`config.mk`:
```
export PLATFORM = sky130hd
export DESIGN_NAME = hex_display_scan
export DESIGN_NICKNAME = d
export VERILOG_FILES = /design/src/rtl/hex_display_scan.sv
export SDC_FILE = /design/constraint.sdc
export NUM_CORES = 1
export LEC_CHECK = 0
export CORE_MARGIN = 4
export CORE_UTILIZATION = 60
export CTS_CLUSTER_DIAMETER = 120
export DETAILED_ROUTE_END_ITERATION = 6
export PLACE_DENSITY = 0.84
export SYNTH_ARGS = -nofsm -noshare
export SYNTH_HDL_FRONTEND = slang
export SYNTH_SLANG_ARGS = --single-unit
```
`constraint.sdc`:
```
create_clock -name clk -period 4.7 [get_ports clk]
set_input_delay 0.705 -clock clk [delete_from_list [all_inputs] [get_ports clk]]
set_output_delay 0.705 -clock clk [all_outputs]
set_load 0.005 [all_outputs]
```
`src/rtl/hex_display_scan.sv`:
```
// ============================================================================
// Module   : hex_display_scan
// Purpose  : Multiplexed hex display scanner with frame-synchronous update
//            and optional leading-zero suppression.
// Revision : 1.0 - initial release
// ============================================================================
`default_nettype none

module hex_display_scan #(
  parameter int NDIG = 4,
  parameter int DIV  = 50000
) (
  input  logic                clk,
  input  logic                rst_n,
  input  logic                en,
  input  logic                load,
  input  logic [4*NDIG-1:0]   value,
  input  logic [NDIG-1:0]     dp,
  input  logic                lz,
  output logic [6:0]          seg,
  output logic                dp_n,
  output logic [NDIG-1:0]     an,
  output logic                pend
);

  localparam int CW = (DIV > 1) ? $clog2(DIV) : 1;
  localparam int IW = (NDIG > 1) ? $clog2(NDIG) : 1;
  localparam logic [CW-1:0] C_CNT_MAX = CW'(DIV - 1);
  localparam logic [IW-1:0] C_IDX_MAX = IW'(NDIG - 1);
  localparam logic [6:0]    C_SEG_OFF = 7'h7F;

  logic [CW-1:0]     count_q, count_d;
  logic [IW-1:0]     idx_q, idx_d;
  logic [4*NDIG-1:0] active_q, active_d, shadow_q, shadow_d;
  logic [NDIG-1:0]   active_dp_q, active_dp_d, shadow_dp_q, shadow_dp_d;
  logic              pend_q, pend_d;
  logic [6:0]        seg_q, seg_d;
  logic              dp_n_q, dp_n_d;
  logic [NDIG-1:0]   an_q, an_d;

  logic              tick, wrap;
  logic              upper_nz;
  logic [NDIG-1:0]   blank_vec;
  logic [3:0]        sel_nib;
  logic              sel_dp;
  logic              sel_blank;

  function automatic logic [6:0] hex_to_seg(input logic [3:0] n);
    case (n)
      4'h0: hex_to_seg = 7'h40;
      4'h1: hex_to_seg = 7'h79;
      4'h2: hex_to_seg = 7'h24;
      4'h3: hex_to_seg = 7'h30;
      4'h4: hex_to_seg = 7'h19;
      4'h5: hex_to_seg = 7'h12;
      4'h6: hex_to_seg = 7'h02;
      4'h7: hex_to_seg = 7'h78;
      4'h8: hex_to_seg = 7'h00;
      4'h9: hex_to_seg = 7'h10;
      4'hA: hex_to_seg = 7'h08;
      4'hB: hex_to_seg = 7'h03;
      4'hC: hex_to_seg = 7'h46;
      4'hD: hex_to_seg = 7'h21;
      4'hE: hex_to_seg = 7'h06;
      default: hex_to_seg = 7'h0E;
    endcase
  endfunction

  assign tick = en && (count_q == C_CNT_MAX);
  assign wrap = tick && (idx_q == C_IDX_MAX);

  // A digit is suppressible when it and every more-significant digit is zero.
  always_comb begin
    upper_nz  = 1'b0;
    blank_vec = '0;
    for (int k = NDIG - 1; k >= 0; k--) begin
      upper_nz     = upper_nz | (|active_q[4*k +: 4]);
      blank_vec[k] = lz && !upper_nz && (k != 0);
    end
  end

  always_comb begin
    sel_nib   = 4'h0;
    sel_dp    = 1'b0;
    sel_blank = 1'b0;
    for (int k = 0; k < NDIG; k++) begin
      if (idx_q == IW'(k)) begin
        sel_nib   = active_q[4*k +: 4];
        sel_dp    = active_dp_q[k];
        sel_blank = blank_vec[k];
      end
    end
  end

  always_comb begin
    count_d     = count_q;
    idx_d       = idx_q;
    active_d    = active_q;
    active_dp_d = active_dp_q;
    shadow_d    = shadow_q;
    shadow_dp_d = shadow_dp_q;
    pend_d      = pend_q;

    if (en) begin
      count_d = tick ? '0 : count_q + 1'b1;
    end
    if (tick) begin
      idx_d = wrap ? '0 : idx_q + 1'b1;
    end

    // Apply only at the frame boundary so a frame never mixes old and new data;
    // a coincident load re-arms pend with the fresh shadow contents.
    if (wrap && pend_q) begin
      active_d    = shadow_q;
      active_dp_d = shadow_dp_q;
      pend_d      = 1'b0;
    end
    if (load) begin
      shadow_d    = value;
      shadow_dp_d = dp;
      pend_d      = 1'b1;
    end

    if (!en || sel_blank) begin
      seg_d  = C_SEG_OFF;
      dp_n_d = 1'b1;
      an_d   = '1;
    end else begin
      seg_d  = hex_to_seg(sel_nib);
      dp_n_d = ~sel_dp;
      an_d   = ~(NDIG'(1) << idx_q);
    end
  end

  always_ff @(posedge clk or negedge rst_n) begin
    if (!rst_n) begin
      count_q     <= '0;
      idx_q       <= '0;
      active_q    <= '0;
      active_dp_q <= '0;
      shadow_q    <= '0;
      shadow_dp_q <= '0;
      pend_q      <= 1'b0;
      seg_q       <= C_SEG_OFF;
      dp_n_q      <= 1'b1;
      an_q        <= '1;
    end else begin
      count_q     <= count_d;
      idx_q       <= idx_d;
      active_q    <= active_d;
      active_dp_q <= active_dp_d;
      shadow_q    <= shadow_d;
      shadow_dp_q <= shadow_dp_d;
      pend_q      <= pend_d;
      seg_q       <= seg_d;
      dp_n_q      <= dp_n_d;
      an_q        <= an_d;
    end
  end

  assign seg  = seg_q;
  assign dp_n = dp_n_q;
  assign an   = an_q;
  assign pend = pend_q;

endmodule

`default_nettype wire

```
## After elaboration in Yosys (flattened, before gate mapping)

Memories as Yosys holds them, arrays and structs flattened.
Index checks and enable logic that the tools add are counted.

- $add $sub $neg: 2
- Equality and inequality tests: 4
- Shifts and indexed selects: 1
- Multiplexer cells: 18
- Bitwise gates (word level): 4
- Reductions and logical operators: 16

Operator list:

| kind | number |
|---|---|
| 4-bit two-way mux | 5 |
| 16-bit by 1-bit adder with 16-bit output, second input constant | 1 |
| 16-bit equality test, second input constant | 1 |
| 16-bit two-way mux | 1 |
| 4-bit OR reduction | 3 |
| 1-bit two-way mux | 10 |
| 7-bit two-way mux | 1 |
| 1-bit logical AND | 6 |
| 2-bit equality test, second input constant | 2 |
| 1-bit logical NOT | 4 |
| 4-bit NOT | 1 |
| 1-bit by 2-bit left shift with 4-bit output, first input constant | 1 |
| 2-bit by 1-bit adder with 2-bit output, second input constant | 1 |
| 2-bit by 1-bit equality test with 1-bit output, second input constant | 1 |
| 2-bit logical NOT | 1 |
| 2-bit two-way mux | 1 |
| 1-bit OR | 2 |
| 2-bit nonzero test | 1 |
| 1-bit logical OR | 1 |
| 1-bit NOT | 1 |

- Flip-flop bits (word level): 71
- ROM bits: 112
- Output and inout port bits: 13
- Word-level logic and storage cells: 56
- Memories kept: 1

Memory list:

| memory | depth | width | read ports | clocked after Yosys merged registers in | write ports | RTL line | text |
|---|---|---|---|---|---|---|---|
| (name not given) | 16 | 7 | 1 | 0 | 0 | 49 | `case (n)` |

## Logic depth before layout (Yosys ltp)

Gate-level depths: netlist of the first run.

- Word-level depth: 10
- Gate-level depth with buffers: 11
- Gate-level depth less buffers: 10

## Worst setup path before layout of the first run

Ideal clock, no wire load.

- Path kind: register -> register
- Start point: reg idx_q[0]
- End point: reg seg_q[5] (netlist: seg[5])
- Setup time: 0.066 ns
- Arrival time: 2.308 ns
- Data required time: 4.634 ns
- Slack: 2.327 ns
- Stages on the path, launching flop included: 10
- Period minus slack after synthesis: 2.373 ns
- Cell sequence: dfrtp_1 > ha_1 > buf_2 > buf_2 > a221oi_1 > inv_1 > ha_1 > or2_2 > a21oi_1 > nand3b_1

- Cells in the longest elaborated chain, start to end: 7
- Elaborated cells on any way between the ends: 14
- Classes of those cells: eq/ne: 3; mux: 8; reduce/logical: 2; memory: 1

Ends and longest elaborated chain:

| what | RTL line | text |
|---|---|---|
| from (decl) | 33 | `logic [IW-1:0] idx_q, idx_d;` |
| from (signal assigned) | 149 | `idx_q <= idx_d;` |
| 2-bit logical NOT | 87 | `if (idx_q == IW'(k)) begin` |
| 4-bit two-way mux (4 in a row) | 87 |  |
| memory read 16 x 7 bit | n/a |  |
| 7-bit two-way mux (*) | 124 | `if (!en \|\| sel_blank) begin` |
| via seg_d[5] | 37 | `logic [6:0] seg_q, seg_d;` |
| to (signal assigned) | 155 | `seg_q <= seg_d;` |
| to (decl) | 37 |  |

The timed path passes the listed nets; every way through them passes the cells marked *.
A chain may end at the register's enable or synchronous reset.

## Worst setup path after layout of the first run

- Start point: reg idx_q[1]
- End point: reg seg_q[5] (netlist: seg[5])

Same word-level chain as after synthesis.

==> flow_metrics.py, run 1 <==
metrics = {
    "outcome": {
        "status": "finished, final reports clean",
    },
    "synthesis": {
        "syn_inst": 269,
        "syn_area_um2": 3350,
        "seq_area_frac_synth_pct": 53.5,
        "ys_warn_count": 0,
        "synth-async-reset-ratio_pct": 100,
        "synth-simple-area-share_pct": 13.2,
        "syn-num-nets": 305,
        "netlist_top_cells_area": "dfrtp_1, dfstp_2, mux2_4, mux2_2, ha_1",
        "synth_top_area_share_pct": 44.1,
        "synth_edf_count": 0,
        "synth_mux_area_share_pct": 16.3,
        "synth.most_common_cell": "dfrtp_1",
        "yosysUniqueCellTypes": 43,
        "synth-main-ff-cell": "dfrtp_1",
        "post_synth.cell_area_avg_um2": 12.5,
        "yosysTopAreaCell": "dfrtp_1",
        "synth_top_family_by_area": "multiplexers",
        "synthAdderAreaFrac_pct": 4.11,
        "synthTopCellsByCount": "dfrtp_1, nand2_1, mux2_2",
        "ys_ff_latch": 71,
        "synth_compound_area_share_pct": 5.53,
        "synthXorXnorAreaFrac_pct": 3.66,
    },
    "placement": {
        "io_buffers": 37,
        "gp_congestion": 0.839,
        "pre_cts_ws_ps": 1650,
        "hpwl_mm": 4.21,
    },
    "drt": {
        "vias": 2081,
        "drt-total-wl_mm": 5.88,
        "viasPerCell": 5.48,
        "avgRoutedWirePerCell_um": 15.5,
        "drc": 0,
        "drt_iter0_markers": 130,
        "drtAntennaViolNets": 0,
        "firstDrtPassIters": 4,
    },
    "timing": {
        "hold_violations": 0,
        "hold_slack_ps": 298,
        "fin_worst_skew_ps": 6.51,
        "max_freq_mhz": 355,
        "setup_viol": 0,
        "rsz0062_at_grt": "false",
        "tns_ps": 0,
        "setup_ws_ps": 1880,
        "period_needed_ps": 2820,
        "finalMaxSlewViolations": 0,
        "worstMarginPinSlew_ps": 1020,
        "slew_headroom_pct": 32.0,
        "period_share_pct": 59.9,
    },
    "worst_setup_path": {
        "cp_slowest_cell": "a221oi_1",
        "critPathRequiredTime_ps": 4980,
        "crit_fanout": 12,
        "end_kind": "register",
        "cpPeakStageDelay_ps": 670,
        "critPathLaunchType": "register",
        "critPathKind": "register to register",
        "arrival_ps": 3100,
        "crit_chain": "inv_1 > ha_1 > a211oi_1 > a221oi_1 > inv_1 > ha_1 > or2_2 > a21oi_1 > nand3b_1",
    },
    "finish": {
        "area_growth_pct": 15.6,
        "nFillCells": 370,
        "multiInputGateArea_um2": 1430,
        "num_antenna_cells": 0,
        "drive_gt1_share_pct": 24.2,
        "layout.nets": 341,
        "regArea_um2": 1790,
    },
    "floorplanning": {
        "core_area_um2": 5270,
        "die_y_um": 82.7,
        "die_area_um2": 6840,
        "fp.dieW_um": 82.7,
        "io_pins": 38,
        "rows": 26,
        "start_util_pct": 63.6,
    },
    "cts": {
        "h-tree-depth": 3,
        "cts_root_buf": "clkbuf_8",
        "clk_pin_slew_worst_paths_ps": 70,
        "numCtsBuffers": 9,
        "clk-insertion-delay-late_ps": 350,
        "cts_buffer_depth": 2,
        "clock_sinks": 71,
        "ctsResizeCount": 0,
        "cts_tree": "yes",
        "postCtsSetupRepairBufs": 0,
        "ctsHoldBuffers": 0,
    },
    "grt": {
        "grt_first_pass_wirelength_mm": 10.1,
        "antenna_found_initial": 0,
        "grt_pass1_vias": 2166,
        "grt-ovfl-total": 0,
        "grt_max_degree": 52,
        "grt.total_usage_pct": 20.4,
    },
    "pwr": {
        "p_per_area_nw_per_um2": 319,
        "leakage_nw": 1.67,
        "vdd_ir_drop_max_uv": 219,
        "total_power_mw": 1.24,
    },
    "job": {
        "maxCapViolCount": 0,
    },
    "worst_hold_path": {
        "hold_class": "primary input to async pin",
    },
}
[worst max-delay path: cells and delay by family (launching register included)]
family          cells  cell delay, ps
flops               1             410
compound gates      3             950
fa+ha+maj           2             620
buf+inv             2             330
simple gates        2             430
[metrics by stage]
stage	std cells	instance area, um^2	utilization, %
final	380	3870	73.5
after global routing	380	3870	73.5
after CTS	380	3870	73.5
after detailed placement	364	3720	70.5
after global placement	364	3720	70.5
after floorplan	269	3350	-
[report_power, final]
group | internal [mW] | switching (mW) | leakage [nW]
clock | 0.187 | 0.210 | 0.0866
sequential | 0.666 | 0.0447 | 0.870
combinational | 0.0733 | 0.0557 | 0.710
[final cells by class]
type / count / area share (%)
clock buffer: 11 / 3.39
clock inverter: 5 / 0.646
inverter: 8 / 0.775
multi-input combinational: 177 / 37.0
sequential: 71 / 46.3
tap: 70 / 2.26
timing repair buffer: 38 / 9.63
[cells by family after synthesis]
family	Yosys count
XOR/XNOR	14
AO/OA/AOI/OAI	26
buffers and inverters	21
AND/OR/NAND/NOR	84
adder cells (fa/ha/maj)	11
multiplexers	42
flip-flops	71
[final timing paths]
kind,from,endpoint,slack [ps],cells past startpoint
min reg2reg,count_q[13],count_q[13],500,1
max in group asynchronous,rst_n,idx_q[0],3430,2
min in group clk,count_q[13],count_q[13],500,1
min,rst_n,shadow_dp_q[1],300,1
max,idx_q[1],seg[5],1880,9
max reg2reg,idx_q[1],seg[5],1880,9
[flip-flops by register name (all words and copies together) (netlist names)]
register     cells
active_q        16
an               4
active_dp_q      4
count_q         16
dp_n             1
pend             1
idx_q            2
shadow_q        16
seg              7
shadow_dp_q      4
[cell usage in the layout, fill, tap and decap left out, types with 8 or more instances in the layout]
| cell | count |
|---|---|
| dfrtp_1 | 59 |
| clkdlybuf4s50_1 | 36 |
| nand2_1 | 29 |
| mux2_2 | 21 |
| mux2_4 | 20 |
| nor2_1 | 15 |
| dfstp_2 | 12 |
| ha_1 | 11 |
| xnor2_1 | 10 |
| clkbuf_8 | 9 |
| inv_1 | 8 |
[layer usage]
layer | vias to the layer above | part of all wire [%] | GRT usage, %
met1 | 1019 | 42 | 24.6
met2 | 47 | 51 | 32.6
met4 | 0 | 2.0 | 8.33
li1 | 1003 | - | -
met3 | 12 | 5.1 | 8.13
met5 | - | 0 | 0
(Power assumes the default switching activity.)
==> inputs of run 2 (changes only) <==
--- a/config.mk
+++ b/config.mk
@@ -6,10 +6,10 @@
 export NUM_CORES = 1
 export LEC_CHECK = 0
 export CORE_MARGIN = 4
-export CORE_UTILIZATION = 60
+export CORE_UTILIZATION = 56
 export CTS_CLUSTER_DIAMETER = 120
 export DETAILED_ROUTE_END_ITERATION = 6
-export PLACE_DENSITY = 0.84
+export PLACE_DENSITY = 0.8
 export SYNTH_ARGS = -nofsm -noshare
 export SYNTH_HDL_FRONTEND = slang
 export SYNTH_SLANG_ARGS = --single-unit
==> constraint.sdc (replaced) <==
create_clock -name clk -period 3 [get_ports clk]
set_input_delay 0.45 -clock clk [delete_from_list [all_inputs] [get_ports clk]]
set_output_delay 0.45 -clock clk [all_outputs]
set_load 0.005 [all_outputs]
==> flow_metrics.py, run 2 (same netlist as run 1, synthesis figures left out) <==
metrics = {
    "worst_setup_path": {
        "critPathKind": "register to register",
        "end_kind": "register",
        "critPathRequiredTime_ps": 3260,
        "crit_fanout": 17,
        "r2r_end": "seg[3]",
        "critPathLaunchType": "register",
        "r2r-start": "idx_q[0]",
        "arrival_ps": 2670,
        "reg2regPathDepth": 6,
        "rrSetupSlack_ps": 590,
    },
    "pwr": {
        "leakage_nw": 1.70,
        "power_frac_comb_pct": 10.2,
        "switchingPower_mw": 0.477,
        "p_per_area_nw_per_um2": 519,
        "switching_share_pct": 23.3,
        "p_clk_share_pct": 35.4,
        "p_seq_share_pct": 54.5,
        "power.internal_mw": 1.57,
        "vdd_ir_drop_max_uv": 321,
    },
    "grt": {
        "grt_first_pass_wirelength_mm": 10.3,
        "grt_pass1_vias": 2121,
        "antenna_found_initial": 0,
        "grt-ovfl-total": 0,
        "grt.total_usage_pct": 18.2,
        "grt_max_degree": 39,
    },
    "cts": {
        "cts_tree": "yes",
        "clk-insertion-delay-late_ps": 330,
        "cts_buffer_depth": 2,
        "clk_pin_slew_worst_paths_ps": 70,
        "ctsHoldBuffers": 0,
        "postCtsSetupRepairBufs": 0,
        "clock_sinks": 71,
        "numCtsBuffers": 9,
        "ctsResizeCount": 0,
        "cts_root_buf": "clkbuf_8",
        "h-tree-depth": 3,
    },
    "timing": {
        "period_share_pct": 80.3,
        "tns_ps": 0,
        "rsz0062_at_grt": "false",
        "hold_violations": 0,
        "setup_viol": 0,
        "worstMarginPinSlew_ps": 1090,
        "setup_ws_ps": 591,
        "period_needed_ps": 2410,
        "finalMaxSlewViolations": 0,
        "slew_headroom_pct": 27.4,
        "fin_worst_skew_ps": 7.38,
        "max_freq_mhz": 415,
    },
    "drt": {
        "drt_iter0_markers": 67,
        "drc": 0,
        "viasPerCell": 5.44,
        "drt-total-wl_mm": 5.91,
        "vias": 2094,
        "drtAntennaViolNets": 0,
        "avgRoutedWirePerCell_um": 15.4,
        "firstDrtPassIters": 4,
    },
    "placement": {
        "io_buffers": 37,
        "pre_cts_ws_ps": 548,
        "gp_congestion": 0.803,
        "hpwl_mm": 4.18,
        "placedCellCount": 369,
    },
    "finish": {
        "area_growth_pct": 17.6,
        "reg_top3": "active_q x16, count_q x16, shadow_q x16",
        "layout_commonest_cell": "dfrtp_1",
        "multiInputGateArea_um2": 1430,
        "layout.nets": 344,
        "fin_cells": 385,
        "num_antenna_cells": 0,
        "regArea_um2": 1790,
        "nFillCells": 389,
        "drive_gt1_share_pct": 24.3,
        "mostFrequentLayoutCells": "dfrtp_1, clkdlybuf4s50_1, nand2_1, mux2_2, mux2_4",
    },
    "outcome": {
        "status": "finished, final reports clean",
    },
    "worst_hold_path": {
        "hold_class": "primary input to async pin",
    },
    "floorplanning": {
        "die_y_um": 85.4,
        "die_area_um2": 7280,
        "rows": 27,
        "core_area_um2": 5640,
        "fp.dieW_um": 85.4,
        "start_util_pct": 59.4,
        "io_pins": 38,
    },
    "job": {
        "maxCapViolCount": 0,
    },
}
==> run 2: cell types whose count changed in the layout (fill, tap and decap cells not counted) <==
cell       before  now
buf_4           1    3
bufinv_16       0    1
clkinv_2        5    1
clkbuf_1        2    4
clkbuf_8        9   10
buf_12          0    1
==> run 2: area by class of cell <==
| cell class | count | area share (%) |
|---|---|---|
| Timing Repair Buffer | 41 | 10.3 |
| Inverter | 8 | 0.762 |
| Clock inverter | 2 | 0.889 |
| Tap cell | 72 | 2.29 |
| Clock buffer | 14 | 3.87 |
| Multi-Input combinational cell | 177 | 36.4 |
| Sequential cell | 71 | 45.5 |
==> run 2: worst max-delay path by stage <==
| stage | from | slack [ps] | cells after the start | end |
|---|---|---|---|---|
| detailed placement | en | 550 | 5 | active_q[11] |
| finish | idx_q[0] | 590 | 6 | seg[3] |
| global route | idx_q[0] | 430 | 6 | seg[6] |
| global placement | en | 600 | 5 | active_dp_q[1] |
| floorplan | idx_q[0] | 630 | 9 | seg[5] |
| CTS | idx_q[0] | 600 | 6 | seg[3] |
==> run 2: critical path, cell delays in order (launching register included) <==
cell and delay [ps]:
dfrtp_1 390, ha_1 510, nor2_1 190, a311oi_2 690, nand2_1 210, and3_1 220, o21ai_1 120
==> run 2: power groups by stage <==
stage | Clock [mW] | Sequential, mW | Combinational [mW]
detailed placement | 0 | 1.13 | 0.215
floorplan | 0 | 1.11 | 0.123
global route | 0.791 | 1.13 | 0.236
finish | 0.724 | 1.11 | 0.208
CTS | 0.743 | 1.11 | 0.213
global placement | 0 | 1.13 | 0.198
==> run 2: routing by layer <==
metal / vias to the layer above / part of all wire, % / track usage [%]
met5: - / 0 / 0
met4: 0 / 1.3 / 5.18
met3: 8 / 5.0 / 5.73
met2: 51 / 47 / 29.0
met1: 1018 / 47 / 24.0
li1: 1017 / - / -
==> run 2: per-stage QoR <==
| step | power [mW] | hold WS (ps) | utilization (%) | instance area, um^2 |
|---|---|---|---|---|
| 3_3_place_gp | 1.32 | 479 | 66.5 | 3750 |
| 6_report | 2.05 | 181 | 69.9 | 3940 |
| 2_1_floorplan | 1.23 | 154 | - | 3350 |
| 4_1_cts | 2.07 | 198 | 69.9 | 3940 |
| 3_5_place_dp | 1.34 | 492 | 66.5 | 3750 |
| 5_1_grt | 2.15 | 246 | 69.9 | 3940 |
==> inputs of run 3 (changes only) <==
--- a/config.mk
+++ b/config.mk
@@ -6,10 +6,10 @@
 export NUM_CORES = 1
 export LEC_CHECK = 0
 export CORE_MARGIN = 4
-export CORE_UTILIZATION = 56
+export CORE_UTILIZATION = 50
 export CTS_CLUSTER_DIAMETER = 120
 export DETAILED_ROUTE_END_ITERATION = 6
-export PLACE_DENSITY = 0.8
+export PLACE_DENSITY = 0.75
 export SYNTH_ARGS = -nofsm -noshare
 export SYNTH_HDL_FRONTEND = slang
 export SYNTH_SLANG_ARGS = --single-unit
==> constraint.sdc (replaced) <==
create_clock -name clk -period 2.05 [get_ports clk]
set_input_delay 0.3075 -clock clk [delete_from_list [all_inputs] [get_ports clk]]
set_output_delay 0.3075 -clock clk [all_outputs]
set_load 0.005 [all_outputs]
==> flow_metrics.py, run 3 (same netlist as run 1, synthesis figures left out) <==
metrics = {
    "timing": {
        "max_freq_mhz": 480,
        "finalMaxSlewViolations": 0,
        "slew_headroom_pct": 66.6,
        "fin_worst_skew_ps": 7.49,
        "worstMarginPinSlew_ps": 501,
        "setup_viol": 2,
        "period_needed_ps": 2080,
        "rsz0062_at_grt": "true",
        "hold_slack_ps": 452,
        "setup_ws_ps": -32.6,
        "hold_violations": 0,
        "period_share_pct": 102,
    },
    "worst_setup_path": {
        "cp_top_family": "simple AND/OR/NAND/NOR gates",
        "end_kind": "register",
        "arrival_ps": 2350,
        "crit_fanout": 13,
        "worst_path_most_repeated_cell": "buf_4",
        "cp_num_buf_inv": 3,
        "critPathKind": "register to register",
        "rrSetupSlack_ps": -30,
        "critPathLaunchType": "register",
        "cpPeakStageDelay_ps": 430,
        "cp_slowest_cell": "dfrtp_1",
        "crit_chain": "buf_6 > ha_4 > buf_4 > nand3b_1 > a311oi_2 > buf_4 > nand2b_1 > and3b_1 > o21ai_1",
        "critPathRequiredTime_ps": 2310,
    },
    "drt": {
        "drt_iter0_markers": 93,
        "viasPerCell": 5.32,
        "drtAntennaViolNets": 0,
        "drc": 0,
        "drt-total-wl_mm": 6.42,
        "firstDrtPassIters": 4,
        "vias": 2241,
        "avgRoutedWirePerCell_um": 15.3,
    },
    "grt": {
        "grt_first_pass_wirelength_mm": 10.7,
        "grt_pass1_vias": 2278,
        "antenna_found_initial": 0,
        "grt-ovfl-total": 0,
        "grt.total_usage_pct": 16.6,
        "grt_max_degree": 51,
    },
    "pwr": {
        "power_frac_comb_pct": 10.5,
        "vdd_ir_drop_max_uv": 467,
        "total_power_mw": 3.18,
        "p_clk_share_pct": 38.9,
        "switchingPower_mw": 0.775,
        "leakage_nw": 1.87,
        "power.internal_mw": 2.41,
        "p_seq_share_pct": 50.7,
        "switching_share_pct": 24.4,
        "p_per_area_nw_per_um2": 732,
    },
    "cts": {
        "h-tree-depth": 3,
        "cts_tree": "yes",
        "cts_buffer_depth": 2,
        "numCtsBuffers": 9,
        "cts_root_buf": "clkbuf_8",
        "clk-insertion-delay-late_ps": 350,
        "clk_pin_slew_worst_paths_ps": 80,
        "clock_sinks": 71,
    },
    "finish": {
        "multiInputGateArea_um2": 1540,
        "reg_top3": "active_q x16, count_q x16, shadow_q x16",
        "mostFrequentLayoutCells": "dfrtp_1, clkdlybuf4s50_1, buf_4, nand2_1, mux2_2",
        "area_growth_pct": 29.7,
        "num_antenna_cells": 0,
        "drive_gt1_share_pct": 37.5,
        "layout_commonest_cell": "dfrtp_1",
        "regArea_um2": 1790,
        "layout.nets": 375,
        "nFillCells": 475,
        "final_core_util_pct": 67.7,
    },
    "placement": {
        "io_buffers": 37,
        "gp_congestion": 0.808,
        "hpwl_mm": 4.40,
    },
    "outcome": {
        "status": "complete, but fails checks",
        "violations": "negative setup slack",
    },
    "floorplanning": {
        "io_pins": 38,
        "fp.dieW_um": 89.9,
        "start_util_pct": 52.2,
        "core_area_um2": 6420,
        "rows": 29,
        "die_y_um": 89.9,
        "die_area_um2": 8070,
    },
    "worst_hold_path": {
        "hold_class": "primary input to async pin",
    },
    "job": {
        "maxCapViolCount": 0,
    },
}
==> run 3: cell types whose count changed in the layout (fill, tap and decap cells not counted), moves of 2 or more <==
cell	change
ha_4	+4
buf_4	+26
nand2_2	+2
clkbuf_1	-4
clkinv_4	+2
ha_2	+4
ha_1	-8
inv_1	-3
a21oi_1	-2
a21oi_2	+2
buf_6	+3
inv_2	+3
nand2_1	-2
==> run 3: layout make-up <==
type                    count  share of cell area, %
clock inverters             7                   2.22
inverters                   8                  0.691
well taps                  77                   2.22
repair buffers             72                   15.3
flip-flops and latches     71                   41.2
multi-input cells         177                   35.5
clock buffers               9                   2.85
==> run 3: timing repair <==
item | in CTS | in global routing
setup endpoints to repair | 5 | 7
pin swaps | 4 | 3
resized for setup | 12 | 12
endpoints found under the hold margin | 10 | 0
buffers inserted | 2 | 5
cloned | 0 | 1
hold buffers | 1 | 0
==> run 3: per-layer routing <==
layer / share of wire [%] / global-route usage (%) / vias to the layer above
met5: 0 / 0 / -
met4: 2.2 / 8.16 / 0
met3: 3.9 / 3.51 / 13
met2: 48 / 25.9 / 47
met1: 46 / 22.0 / 1103
li1: - / - / 1078
==> run 3: worst paths after layout <==
check / from / endpoint / depth (start not counted)
worst max-delay path: idx_q[0] / seg[0] / 9
worst max register to register: idx_q[0] / seg[0] / 9
worst min register to register: count_q[13] / count_q[13] / 1
worst min-delay path: rst_n / count_q[15] / 2
max in group asynchronous: rst_n / dp_n / 3
min in group clk: count_q[13] / count_q[13] / 1
==> run 3: stage by stage <==
step / TNS [ps] / std cells / cell area [um^2] / worst slack, ps
floorplan: -39.8 / 269 / 3380 / -29.0
global placement: -1010 / 396 / 3960 / -54.2
detailed placement: -1270 / 396 / 3960 / -110
CTS: 0 / 415 / 4250 / 0.318
global route: -489 / 421 / 4350 / -128
finish: -59.1 / 421 / 4350 / -32.6
==> run 3: power by group through the flow <==
| stage | Sequential [mW] | Clock [mW] | Combinational [mW] |
|---|---|---|---|
| 6_report | 1.61 | 1.24 | 0.333 |
| 5_1_grt | 1.63 | 1.33 | 0.380 |
| 4_1_cts | 1.61 | 1.26 | 0.342 |
| 3_5_place_dp | 1.64 | 0 | 0.336 |
| 3_3_place_gp | 1.63 | 0 | 0.323 |
| 2_1_floorplan | 1.62 | 0 | 0.180 |
==> run 3: worst reg2reg max path: stages (launching register included) <==
cell	delay [ps]
dfrtp_1	430
buf_6	140
ha_4	160
buf_4	160
nand3b_1	180
a311oi_2	270
buf_4	240
nand2b_1	180
and3b_1	200
o21ai_1	60
